<file path="src/rtl/mars_cal_pkg.sv">
// Darian calendar constants and month/leap/offset helper functions.
// Latency: none; every helper is purely combinational.
// Backpressure: none; the helpers have no handshake.
package mars_cal_pkg;

    localparam int NUM_MONTHS = 24;
    localparam int SOLS_LONG  = 28;
    localparam int SOLS_SHORT = 27;
    localparam int SOLS_YEAR  = 668;

    // Last month index; it is short only in non-leap years.
    localparam logic [4:0] LAST_MONTH = 5'(NUM_MONTHS - 1);

    // Leap year: odd years, plus every year divisible by 10.
    function automatic logic is_leap(input logic [31:0] year);
        return year[0] || ((year % 32'd10) == 32'd0);
    endfunction

    // Sols in a month. Months 5, 11 and 17 are always short.
    // The last month is short unless the year is a leap year.
    function automatic logic [4:0] month_length(input logic [4:0] month, input logic leap);
        logic [4:0] len;
        len = 5'(SOLS_LONG);
        if (month == 5'd5 || month == 5'd11 || month == 5'd17) begin
            len = 5'(SOLS_SHORT);
        end else if (month == LAST_MONTH && !leap) begin
            len = 5'(SOLS_SHORT);
        end
        return len;
    endfunction

    // Sols in all months before `month`: every month counts 28, then one
    // sol is removed for each fixed short month already passed.
    // The last month never precedes another month, so leap does not matter.
    function automatic logic [9:0] sol_offset(input logic [4:0] month);
        logic [9:0] off;
        off = 10'(month) * 10'(SOLS_LONG);
        if (month > 5'd5)  off = off - 10'd1;
        if (month > 5'd11) off = off - 10'd1;
        if (month > 5'd17) off = off - 10'd1;
        return off;
    endfunction

endpackage

</file>
<file path="src/rtl/mars_month_len.sv">
// Combinational month index + leap flag -> month length (27 or 28 sols).
// Latency: 0 cycles, purely combinational.
// Backpressure: none; the output follows the inputs continuously.
module mars_month_len
    import mars_cal_pkg::*;
(
    input  logic [4:0] month_i,
    input  logic       leap_i,
    output logic [4:0] len_o
);

    // One shared length rule, so the counter and the days detector agree.
    always_comb begin
        len_o = month_length(month_i, leap_i);
    end

endmodule

</file>
<file path="src/rtl/mars_date_counter.sv">
// Darian (Mars) date counter: advances one sol per tick and accepts validated loads.
// Latency: state and pulses are registered, 1 cycle after tick/load.
// Backpressure: none; each tick/load strobe is acted on at once, and load beats tick.
module mars_date_counter
    import mars_cal_pkg::*;
#(
    parameter int YEAR_W     = 12,
    parameter int NUM_MONTHS = 24
) (
    input  logic              clk,
    input  logic              rst_n,
    input  logic              tick,
    input  logic              load,
    input  logic [YEAR_W-1:0] ld_year,
    input  logic [4:0]        ld_month,
    input  logic [4:0]        ld_sol,
    output logic [YEAR_W-1:0] year,
    output logic [4:0]        month,
    output logic [4:0]        sol,
    output logic [9:0]        sol_of_year,
    output logic              leap_year,
    output logic [4:0]        month_len,
    output logic              month_end,
    output logic              year_end,
    output logic              year_wrap,
    output logic              load_err
);

    localparam logic [4:0] MONTH_MAX = 5'(NUM_MONTHS - 1);

    logic [YEAR_W-1:0] year_q, year_d;
    logic [4:0]        month_q, month_d;
    logic [4:0]        sol_q, sol_d;
    logic [9:0]        soy_q, soy_d;
    logic              month_end_q, month_end_d;
    logic              year_end_q, year_end_d;
    logic              year_wrap_q, year_wrap_d;
    logic              load_err_q, load_err_d;

    logic              cur_leap;
    logic [4:0]        cur_len;
    logic              ld_leap;
    logic [4:0]        ld_len;
    logic              ld_valid;

    // Leap flag of the current year and of the year being loaded.
    always_comb begin
        cur_leap = is_leap(32'(year_q));
        ld_leap  = is_leap(32'(ld_year));
    end

    mars_month_len u_cur_len (
        .month_i (month_q),
        .leap_i  (cur_leap),
        .len_o   (cur_len)
    );

    // The load check reuses the same length rule against the requested year.
    mars_month_len u_ld_len (
        .month_i (ld_month),
        .leap_i  (ld_leap),
        .len_o   (ld_len)
    );

    // A load is accepted only for an existing month and a sol inside it.
    always_comb begin
        ld_valid = (ld_month <= MONTH_MAX) && (ld_sol != 5'd0) && (ld_sol <= ld_len);
    end

    // Next date: load beats tick (the tick is dropped), otherwise advance one sol.
    always_comb begin
        year_d      = year_q;
        month_d     = month_q;
        sol_d       = sol_q;
        soy_d       = soy_q;
        month_end_d = 1'b0;
        year_end_d  = 1'b0;
        year_wrap_d = 1'b0;
        load_err_d  = 1'b0;
        if (load) begin
            if (ld_valid) begin
                year_d  = ld_year;
                month_d = ld_month;
                sol_d   = ld_sol;
                soy_d   = sol_offset(ld_month) + 10'(ld_sol) - 10'd1;
            end else begin
                load_err_d = 1'b1;
            end
        end else if (tick) begin
            soy_d = soy_q + 10'd1;
            if (sol_q < cur_len) begin
                sol_d = sol_q + 5'd1;
            end else if (month_q < MONTH_MAX) begin
                sol_d       = 5'd1;
                month_d     = month_q + 5'd1;
                month_end_d = 1'b1;
            end else begin
                sol_d       = 5'd1;
                month_d     = 5'd0;
                soy_d       = 10'd0;
                year_d      = year_q + 1'b1;
                month_end_d = 1'b1;
                year_end_d  = 1'b1;
                year_wrap_d = &year_q;
            end
        end
    end

    // Date and pulse registers; reset lands on year 0, month 0, sol 1.
    always_ff @(posedge clk or negedge rst_n) begin
        if (!rst_n) begin
            year_q      <= '0;
            month_q     <= 5'd0;
            sol_q       <= 5'd1;
            soy_q       <= 10'd0;
            month_end_q <= 1'b0;
            year_end_q  <= 1'b0;
            year_wrap_q <= 1'b0;
            load_err_q  <= 1'b0;
        end else begin
            year_q      <= year_d;
            month_q     <= month_d;
            sol_q       <= sol_d;
            soy_q       <= soy_d;
            month_end_q <= month_end_d;
            year_end_q  <= year_end_d;
            year_wrap_q <= year_wrap_d;
            load_err_q  <= load_err_d;
        end
    end

    // Output mapping.
    always_comb begin
        year        = year_q;
        month       = month_q;
        sol         = sol_q;
        sol_of_year = soy_q;
        leap_year   = cur_leap;
        month_len   = cur_len;
        month_end   = month_end_q;
        year_end    = year_end_q;
        year_wrap   = year_wrap_q;
        load_err    = load_err_q;
    end

endmodule

</file>
<file path="config.mk">
export PLATFORM = sky130hd
export DESIGN_NAME = mars_date_counter
export DESIGN_NICKNAME = d
export VERILOG_FILES = /design/src/rtl/mars_cal_pkg.sv /design/src/rtl/mars_month_len.sv /design/src/rtl/mars_date_counter.sv
export SDC_FILE = /design/constraint.sdc
export NUM_CORES = 1
export LEC_CHECK = 0
export BUFFER_PORTS_ARGS = -buffer_cell sky130_fd_sc_hd__buf_2
export CAP_MARGIN = 20
export CORE_UTILIZATION = 65
export DETAILED_ROUTE_END_ITERATION = 6
export PLACE_DENSITY = 0.92
export SLEW_MARGIN = 30
export SYNTH_ARGS = -nofsm -noshare
export SYNTH_HDL_FRONTEND = slang
export SYNTH_HIERARCHICAL = 1
export SYNTH_SLANG_ARGS = --single-unit
</file>
<file path="constraint.sdc">
create_clock -name clk -period 25.7 [get_ports clk]
set_clock_uncertainty 0.1 [all_clocks]
set_input_delay 0 -clock clk [delete_from_list [all_inputs] [get_ports clk]]
set_output_delay 0 -clock clk [all_outputs]
set_load 0.05 [all_outputs]
</file>
### Yosys cells after proc, flatten, opt, wreduce, memory -nomap -nowiden

Cells that the tools add are included.

| storage, ports and cells | value |
|---|---|
| flip-flop bits (word level) | 36 |
| input bits | 26 |
| output and inout bits | 42 |
| word-level logic and storage cells | 103 |

| operators by class | value |
|---|---|
| $add $sub $neg | 9 |
| multipliers | 1 |
| divide/modulo/power cells | 2 |
| order comparisons | 7 |
| eq/ne operators | 11 |
| mux-type cells | 45 |
| reductions and logical operators | 20 |

Operator list:

| cell | number |
|---|---|
| 2-to-1 mux 10 bit | 14 |
| logical NOT 32 bit | 2 |
| modulo 12 x 4 -> 32 bit, second input constant | 2 |
| 2-to-1 mux 12 bit | 5 |
| 2-to-1 mux 5 bit | 11 |
| subtractor 10 x 1 -> 10 bit, second input constant | 4 |
| equality test 5 bit, second input constant | 4 |
| 2-to-1 mux 1 bit | 13 |
| adder 12 x 1 -> 12 bit, second input constant | 1 |
| AND reduction 12 bit | 1 |
| adder 10 x 1 -> 10 bit, second input constant | 1 |
| adder 10 x 5 -> 10 bit | 1 |
| adder 5 x 1 -> 5 bit, second input constant | 2 |
| equality test 5 x 3 -> 1 bit, second input constant | 2 |
| equality test 5 x 4 -> 1 bit, second input constant | 2 |
| multiplier 5 x 3 -> 8 bit, second input constant | 1 |
| logical OR 1 bit | 6 |
| 2-to-1 mux 3 bit | 2 |
| > comparator 5 x 3 -> 1 bit, second input constant | 1 |
| > comparator 5 x 4 -> 1 bit, second input constant | 1 |
| > comparator 5 bit, second input constant | 1 |
| <= comparator 5 bit | 1 |
| <= comparator 5 bit, second input constant | 1 |
| less-than comparator 5 bit | 1 |
| 10 further kinds | 15 |

### Longest topological paths before layout

| depth | value |
|---|---|
| depth in word-level cells | 23 |
| gate-level depth with buffers | 47 |
| depth with buffers taken out | 40 |

### Cells and area by module

The synthesis kept the hierarchy.

By module, submodules not included:

| module | instances | cells an instance | area an instance (um^2) | seq. area each (um^2) |
|---|---|---|---|---|
| mars_date_counter | 1 | 1188 | 8536.9 | 902.1 |
| mars_month_len | 2 | 11 | 83.8 | 0.0 |

### Least setup slack after synthesis

Ideal clock, no wire load.

| path | value |
|---|---|
| path type | reg2reg |
| from | reg year_q[10], in the netlist year[10] |
| to | reg year_q[4], in the netlist year[4] |
| library setup time | 0.111 ns |
| arrival time | 10.457 ns |
| data required time | 25.489 ns |
| setup slack | 15.032 ns |
| stages on the path, launching flop included | 44 |
| path buffers | 5 |
| period minus slack after synthesis | 10.668 ns |
| path through | dfrtp_1 -> buf_2 -> nor2_1 -> inv_1 -> ha_1 -> nand2b_1 -> buf_2 -> o311a_1 -> a211oi_2 -> nor3_2 -> a21oi_4 -> o22a_1 -> and4_1 -> buf_6 -> a31oi_2 -> a2111oi_4 -> nor3_1 -> or3_1 -> [... 8 more ...] -> a41oi_1 -> a311oi_1 -> nand4b_1 -> a31oi_1 -> o21ai_1 -> inv_1 -> ha_1 -> nor2b_1 -> o21ai_0 -> nand2b_1 -> a21oi_1 -> nor2_1 -> nand2_1 -> inv_1 -> nor2_1 -> nor2_1 -> mux2_2 -> a222oi_1 |

| on the way | value |
|---|---|
| longest elaborated chain between the ends | 10 |

RTL lines:

| item | RTL line | source |
|---|---|---|
| from (decl) | mars_date_counter.sv:31 | `logic [YEAR_W-1:0] year_q, year_d;` |
| from (signal assigned) | mars_date_counter.sv:121 | `year_q <= year_d;` |
| modulo 12 x 4 -> 32 bit | mars_cal_pkg.sv:16 | `return year[0] \|\| ((year % 32'd10) == 32'd0);` |
| logical NOT 32 bit | mars_cal_pkg.sv:16 |  |
| logical OR 1 bit | mars_cal_pkg.sv:16 |  |
| via leap_year | mars_date_counter.sv:21 | `output logic leap_year,` |
| logical NOT 1 bit | mars_cal_pkg.sv:26 | `end else if (month == LAST_MONTH && !leap) begin` |
| logical AND 1 bit | mars_cal_pkg.sv:26 |  |
| 2-to-1 mux 3 bit | mars_cal_pkg.sv:26 |  |
| 2-to-1 mux 5 bit | mars_cal_pkg.sv:24 | `if (month == 5'd5 \|\| month == 5'd11 \|\| month == 5'd17) begin` |
| via month_len[2] | mars_date_counter.sv:22 | `output logic [4:0] month_len,` |
| less-than comparator 5 bit | mars_date_counter.sv:91 | `if (sol_q < cur_len) begin` |
| inequality test 2 bit (no source line) | -- |  |
| AND reduction 4 bit (no source line) | -- |  |

The timed path passes the listed nets, and every way through them passes these cells.
A chain may end at the register's enable or synchronous reset.

### Worst setup path in the final report

| path | value |
|---|---|
| from | reg year_q[9], in the netlist year[9] |
| to | reg year_q[4], in the netlist year[4] |

| on the way | value |
|---|---|
| longest elaborated chain between the ends | 10 |

RTL lines:

| item | RTL line |
|---|---|
| modulo 12 x 4 -> 32 bit | mars_cal_pkg.sv:16 |
| logical NOT 32 bit | mars_cal_pkg.sv:16 |
| logical OR 1 bit | mars_cal_pkg.sv:16 |
| logical NOT 1 bit | mars_cal_pkg.sv:26 |
| logical AND 1 bit | mars_cal_pkg.sv:26 |
| 2-to-1 mux 3 bit | mars_cal_pkg.sv:26 |
| 2-to-1 mux 5 bit | mars_cal_pkg.sv:24 |
| less-than comparator 5 bit | mars_date_counter.sv:91 |
| inequality test 2 bit (no source line) | -- |
| AND reduction 4 bit (no source line) | -- |

No other way between the ends.

==> impl_metrics.xml <==
<?xml version="1.0" encoding="UTF-8"?>
<metrics>
  <group name="outcome">
    <metric name="status" unit="">complete, no violations</metric>
  </group>
  <group name="clock_network">
    <metric name="ctsResizeCount" unit="">0</metric>
    <metric name="cts.htree.levels" unit="">2</metric>
    <metric name="cts_root_buffer" unit="">clkbuf_16</metric>
    <metric name="tritoncts" unit="">done</metric>
    <metric name="clock_insertion_delay_worst_skew" unit="ns">0.28</metric>
    <metric name="clkSlewWorstSetupHoldPaths" unit="ns">0.06</metric>
    <metric name="numCtsBuffers" unit="">5</metric>
    <metric name="clock_tree_buffer_depth" unit="">2</metric>
    <metric name="cts_sinks" unit="">36</metric>
  </group>
  <group name="floorplan">
    <metric name="die_area" unit="um^2">13900</metric>
    <metric name="core.rowCount" unit="">41</metric>
    <metric name="vertical_die_dimension" unit="um">118</metric>
    <metric name="core_area" unit="um^2">12800</metric>
    <metric name="io_pins" unit="">68</metric>
    <metric name="die_width" unit="um">118</metric>
    <metric name="initial_utilization" unit="%">67.9</metric>
  </group>
  <group name="global_routing">
    <metric name="largest_net_degree_at_the_start_of_global_routing" unit="">37</metric>
    <metric name="grt_first_pass_wirelength" unit="um">41300</metric>
    <metric name="groute.usage.overall" unit="%">34.7</metric>
    <metric name="grt_antenna_before_repair" unit="">0</metric>
    <metric name="globalRouteOverflowTotal" unit="">0</metric>
    <metric name="vias_in_the_first_global_route" unit="">8512</metric>
  </group>
  <group name="detailed_routing">
    <metric name="drt-wirelength-per-cell" unit="um">17.7</metric>
    <metric name="detailedRoute.firstPassIterationCount" unit="">5</metric>
    <metric name="routed_wirelength" unit="um">24500</metric>
    <metric name="vias_per_cell" unit="">6.93</metric>
    <metric name="drc" unit="">0</metric>
    <metric name="first_iter_violations" unit="">1162</metric>
    <metric name="antenna_left" unit="">0</metric>
    <metric name="dr_total_vias" unit="">9594</metric>
  </group>
  <group name="place">
    <metric name="port_buffers" unit="">65</metric>
    <metric name="place_hpwl" unit="um">18400</metric>
    <metric name="gp_routability_congestion" unit="">0.982</metric>
    <metric name="place_area" unit="um^2">8850</metric>
  </group>
  <group name="worst_setup_path">
    <metric name="worst_setup_path_end_kind" unit="">register</metric>
    <metric name="cp_data_required_time" unit="ns">25.75</metric>
    <metric name="timing.critical_path.slowest_cell_delay" unit="ns">0.84</metric>
    <metric name="crit_path_start_kind" unit="">register</metric>
    <metric name="timing.critical_path.fanout_max" unit="">29</metric>
    <metric name="timing.critical_path.mode_cell" unit="">nor2_1</metric>
    <metric name="critPathKind" unit="">reg -&gt; reg</metric>
    <metric name="critical_path_at" unit="ns">11.46</metric>
    <metric name="cpMaxStageDelayCell" unit="">nor4_2</metric>
  </group>
  <group name="timing">
    <metric name="headroom_to_the_max_slew_limit" unit="%">38.2</metric>
    <metric name="finalSetupViolCount" unit="">0</metric>
    <metric name="maxClockFrequency" unit="MHz">87.7</metric>
    <metric name="period_share" unit="%">44.4</metric>
    <metric name="rsz0062_at_grt" unit="">false</metric>
    <metric name="timing.final.max_slew_violations" unit="">0</metric>
    <metric name="tns_setup" unit="ns">0</metric>
    <metric name="final-hold-violation-count" unit="">0</metric>
    <metric name="period_needed" unit="ns">11.41</metric>
    <metric name="tightestPinTransition" unit="ns">0.919</metric>
    <metric name="holdWs" unit="ns">0.0212</metric>
  </group>
  <group name="synth">
    <metric name="synthFlopType" unit="">dfrtp_1</metric>
    <metric name="synth.yosys.warnings" unit="">6</metric>
    <metric name="post_synth_edffs" unit="">0</metric>
    <metric name="async_flop_share" unit="%">100</metric>
    <metric name="synth_cell_types" unit="">112</metric>
    <metric name="seq_area_frac_synth" unit="%">10.4</metric>
    <metric name="average_cell_area_after_synthesis" unit="um^2">7.19</metric>
    <metric name="synthesis_stage_register_bit_count" unit="">36</metric>
    <metric name="syn-cell-area" unit="um^2">8700</metric>
    <metric name="postSynthCellCount" unit="">1210</metric>
  </group>
  <group name="hold_path">
    <metric name="worstHoldPathType" unit="">in -&gt; reg</metric>
  </group>
  <group name="power">
    <metric name="sequential_share_of_power" unit="%">10.3</metric>
    <metric name="p_total" unit="uW">1210</metric>
    <metric name="p_sw" unit="uW">728</metric>
    <metric name="cellLeakagePower" unit="uW">0.00366</metric>
    <metric name="comb_power_share" unit="%">84.0</metric>
    <metric name="peak_supply_drop" unit="V">0.0000797</metric>
    <metric name="p_int" unit="uW">481</metric>
    <metric name="clkPwrFrac" unit="%">5.6</metric>
    <metric name="swShare" unit="%">60.2</metric>
    <metric name="power_per_standard_cell_area" unit="nW/um^2">134</metric>
  </group>
  <group name="cells_and_area">
    <metric name="syn_to_final_growth" unit="%">3.91</metric>
    <metric name="filler_cell_count" unit="">1049</metric>
    <metric name="stdcell_area" unit="um^2">9040</metric>
    <metric name="layout-drive-gt1-share" unit="%">12.6</metric>
    <metric name="design.final.nets" unit="">1297</metric>
    <metric name="finish.utilization" unit="%">70.5</metric>
    <metric name="antenna_diode_instance_count" unit="">0</metric>
  </group>
  <group name="job">
    <metric name="max_cap_violations" unit="">0</metric>
  </group>
</metrics>
-- layer usage --
layer | up-vias | global-route usage (%) | wire [um]
met1 | 4459 | 49.3 | 10500
met4 | 0 | 10.2 | 629
li1 | 4540 | - | -
met5 | - | 0 | 0
met2 | 526 | 55.8 | 11300
met3 | 69 | 2.57 | 2100
-- cell type report --
cell class              instances  area, um^2  area share (%)
inverters                      65         244            2.70
well taps                     172         215            2.38
clock inverters                 2        35.0           0.387
flip-flops and latches         36         902            9.97
multi-input cells            1031        7130            78.8
clock buffers                   6         129            1.42
repair buffers                 73         393            4.34
-- worst paths after layout --
check | start | end | slack (ns) | depth (start not counted)
worst min-delay path | ld_sol[3] | sol[3] | 0.02 | 3
min in group asynchronous | rst_n | sol_of_year[1] | 0.26 | 2
worst min register to register | sol_of_year[0] | sol_of_year[0] | 0.46 | 1
max in group asynchronous | rst_n | year[6] | 24.72 | 2
worst max register to register | year[9] | year[4] | 14.29 | 38
worst max-delay path | year[9] | year[4] | 14.29 | 38
-- cells in the final DEF, fill, tap and decap left out, types with 18 or more instances in the layout --
cell type and n:
buf_2 65, nand2_1 92, xnor2_1 44, o21ai_0 104, inv_1 60, mux2i_1 25
a211oi_1 21, a31oi_1 21, o211ai_1 18, nand2b_1 22, ha_1 53, a21oi_1 78
dfrtp_1 35, nand3_1 50, nor3_1 38, nor2_1 89
-- power by group through the flow --
| stage | logic [uW] | registers (uW) | clock network, uW |
|---|---|---|---|
| after floorplan | 766 | 161 | 0 |
| after global placement | 971 | 122 | 0 |
| after detailed placement | 980 | 123 | 0 |
| after CTS | 989 | 123 | 68.5 |
| after global routing | 1110 | 130 | 71.8 |
| final | 1020 | 125 | 68.2 |
-- registers in the layout (all words and copies together), names as in the netlist --
name / cells
sol_of_year: 10
year_end: 1
year_wrap: 1
month: 5
load_err: 1
year: 12
sol: 5
month_end: 1
-- critical path: cells and delay by family (launching register included) --
family	cells	cell delay (ns)
flops	1	0.69
simple gates	14	4.77
buf+inv	3	0.25
fa+ha+maj	2	0.64
compound gates	18	4.53
mux	1	0.28
-- stage by stage --
| step | instances | setup slack (ns) |
|---|---|---|
| after global placement | 1374 | 15.05 |
| after CTS | 1385 | 14.35 |
| after global routing | 1385 | 13.33 |
| final | 1385 | 14.29 |
| after detailed placement | 1374 | 14.59 |
| after floorplan | 1212 | 15.03 |
-- cells in the mapped netlist (all sizes together) (6+ instances only) --
master / instances / area share [%]
o22ai: 15 / 1.1
nand2: 93 / 4.0
o31ai: 6 / 0.69
clkbuf: 32 / 1.4
o32ai: 6 / 0.69
nand2b: 22 / 1.6
o221ai: 6 / 0.68
a41oi: 8 / 0.80
inv: 60 / 2.6
o21ai: 121 / 7.0
ha: 53 / 7.6
nor2: 92 / 4.0
nor4: 12 / 1.1
nand3b: 8 / 0.73
a21o: 14 / 1.2
and2: 11 / 0.83
nor3: 42 / 2.6
xor2: 9 / 0.91
nor3b: 11 / 1.1
mux2: 9 / 1.2
o21bai: 6 / 0.52
mux2i: 26 / 3.1
nand4: 16 / 1.1
xnor2: 45 / 4.6
a22oi: 7 / 0.60
a211o: 8 / 0.80
or4: 8 / 0.69
dfrtp: 35 / 10
or3: 9 / 0.65
nand3: 51 / 3.0
buf: 48 / 3.7
o211ai: 19 / 1.7
fa: 6 / 1.4
a21oi: 85 / 5.4
and3: 17 / 1.2
a221oi: 10 / 1.3
a211oi: 28 / 3.0
a31oi: 23 / 1.8
o21a: 7 / 0.60
o2111ai: 6 / 0.60
nor2b: 19 / 1.4
or2: 13 / 0.93
-- repair_timing --
action,4_1_cts,5_1_grt
buffers inserted,0,0
hold buffers,3,0
endpoints found under the hold margin,37,0
-- cell families after synthesis --
family,after synthesis,synth area share (%)
simple gates,447,27.6
compound gates,429,34.8
buf+inv,145,7.88
fa+ha+maj,62,9.39
xor+xnor,54,5.52
flops,36,10.4
mux,35,4.34
other cells,2,0.0863
Note: power is estimated with default switching activity, not from simulation.
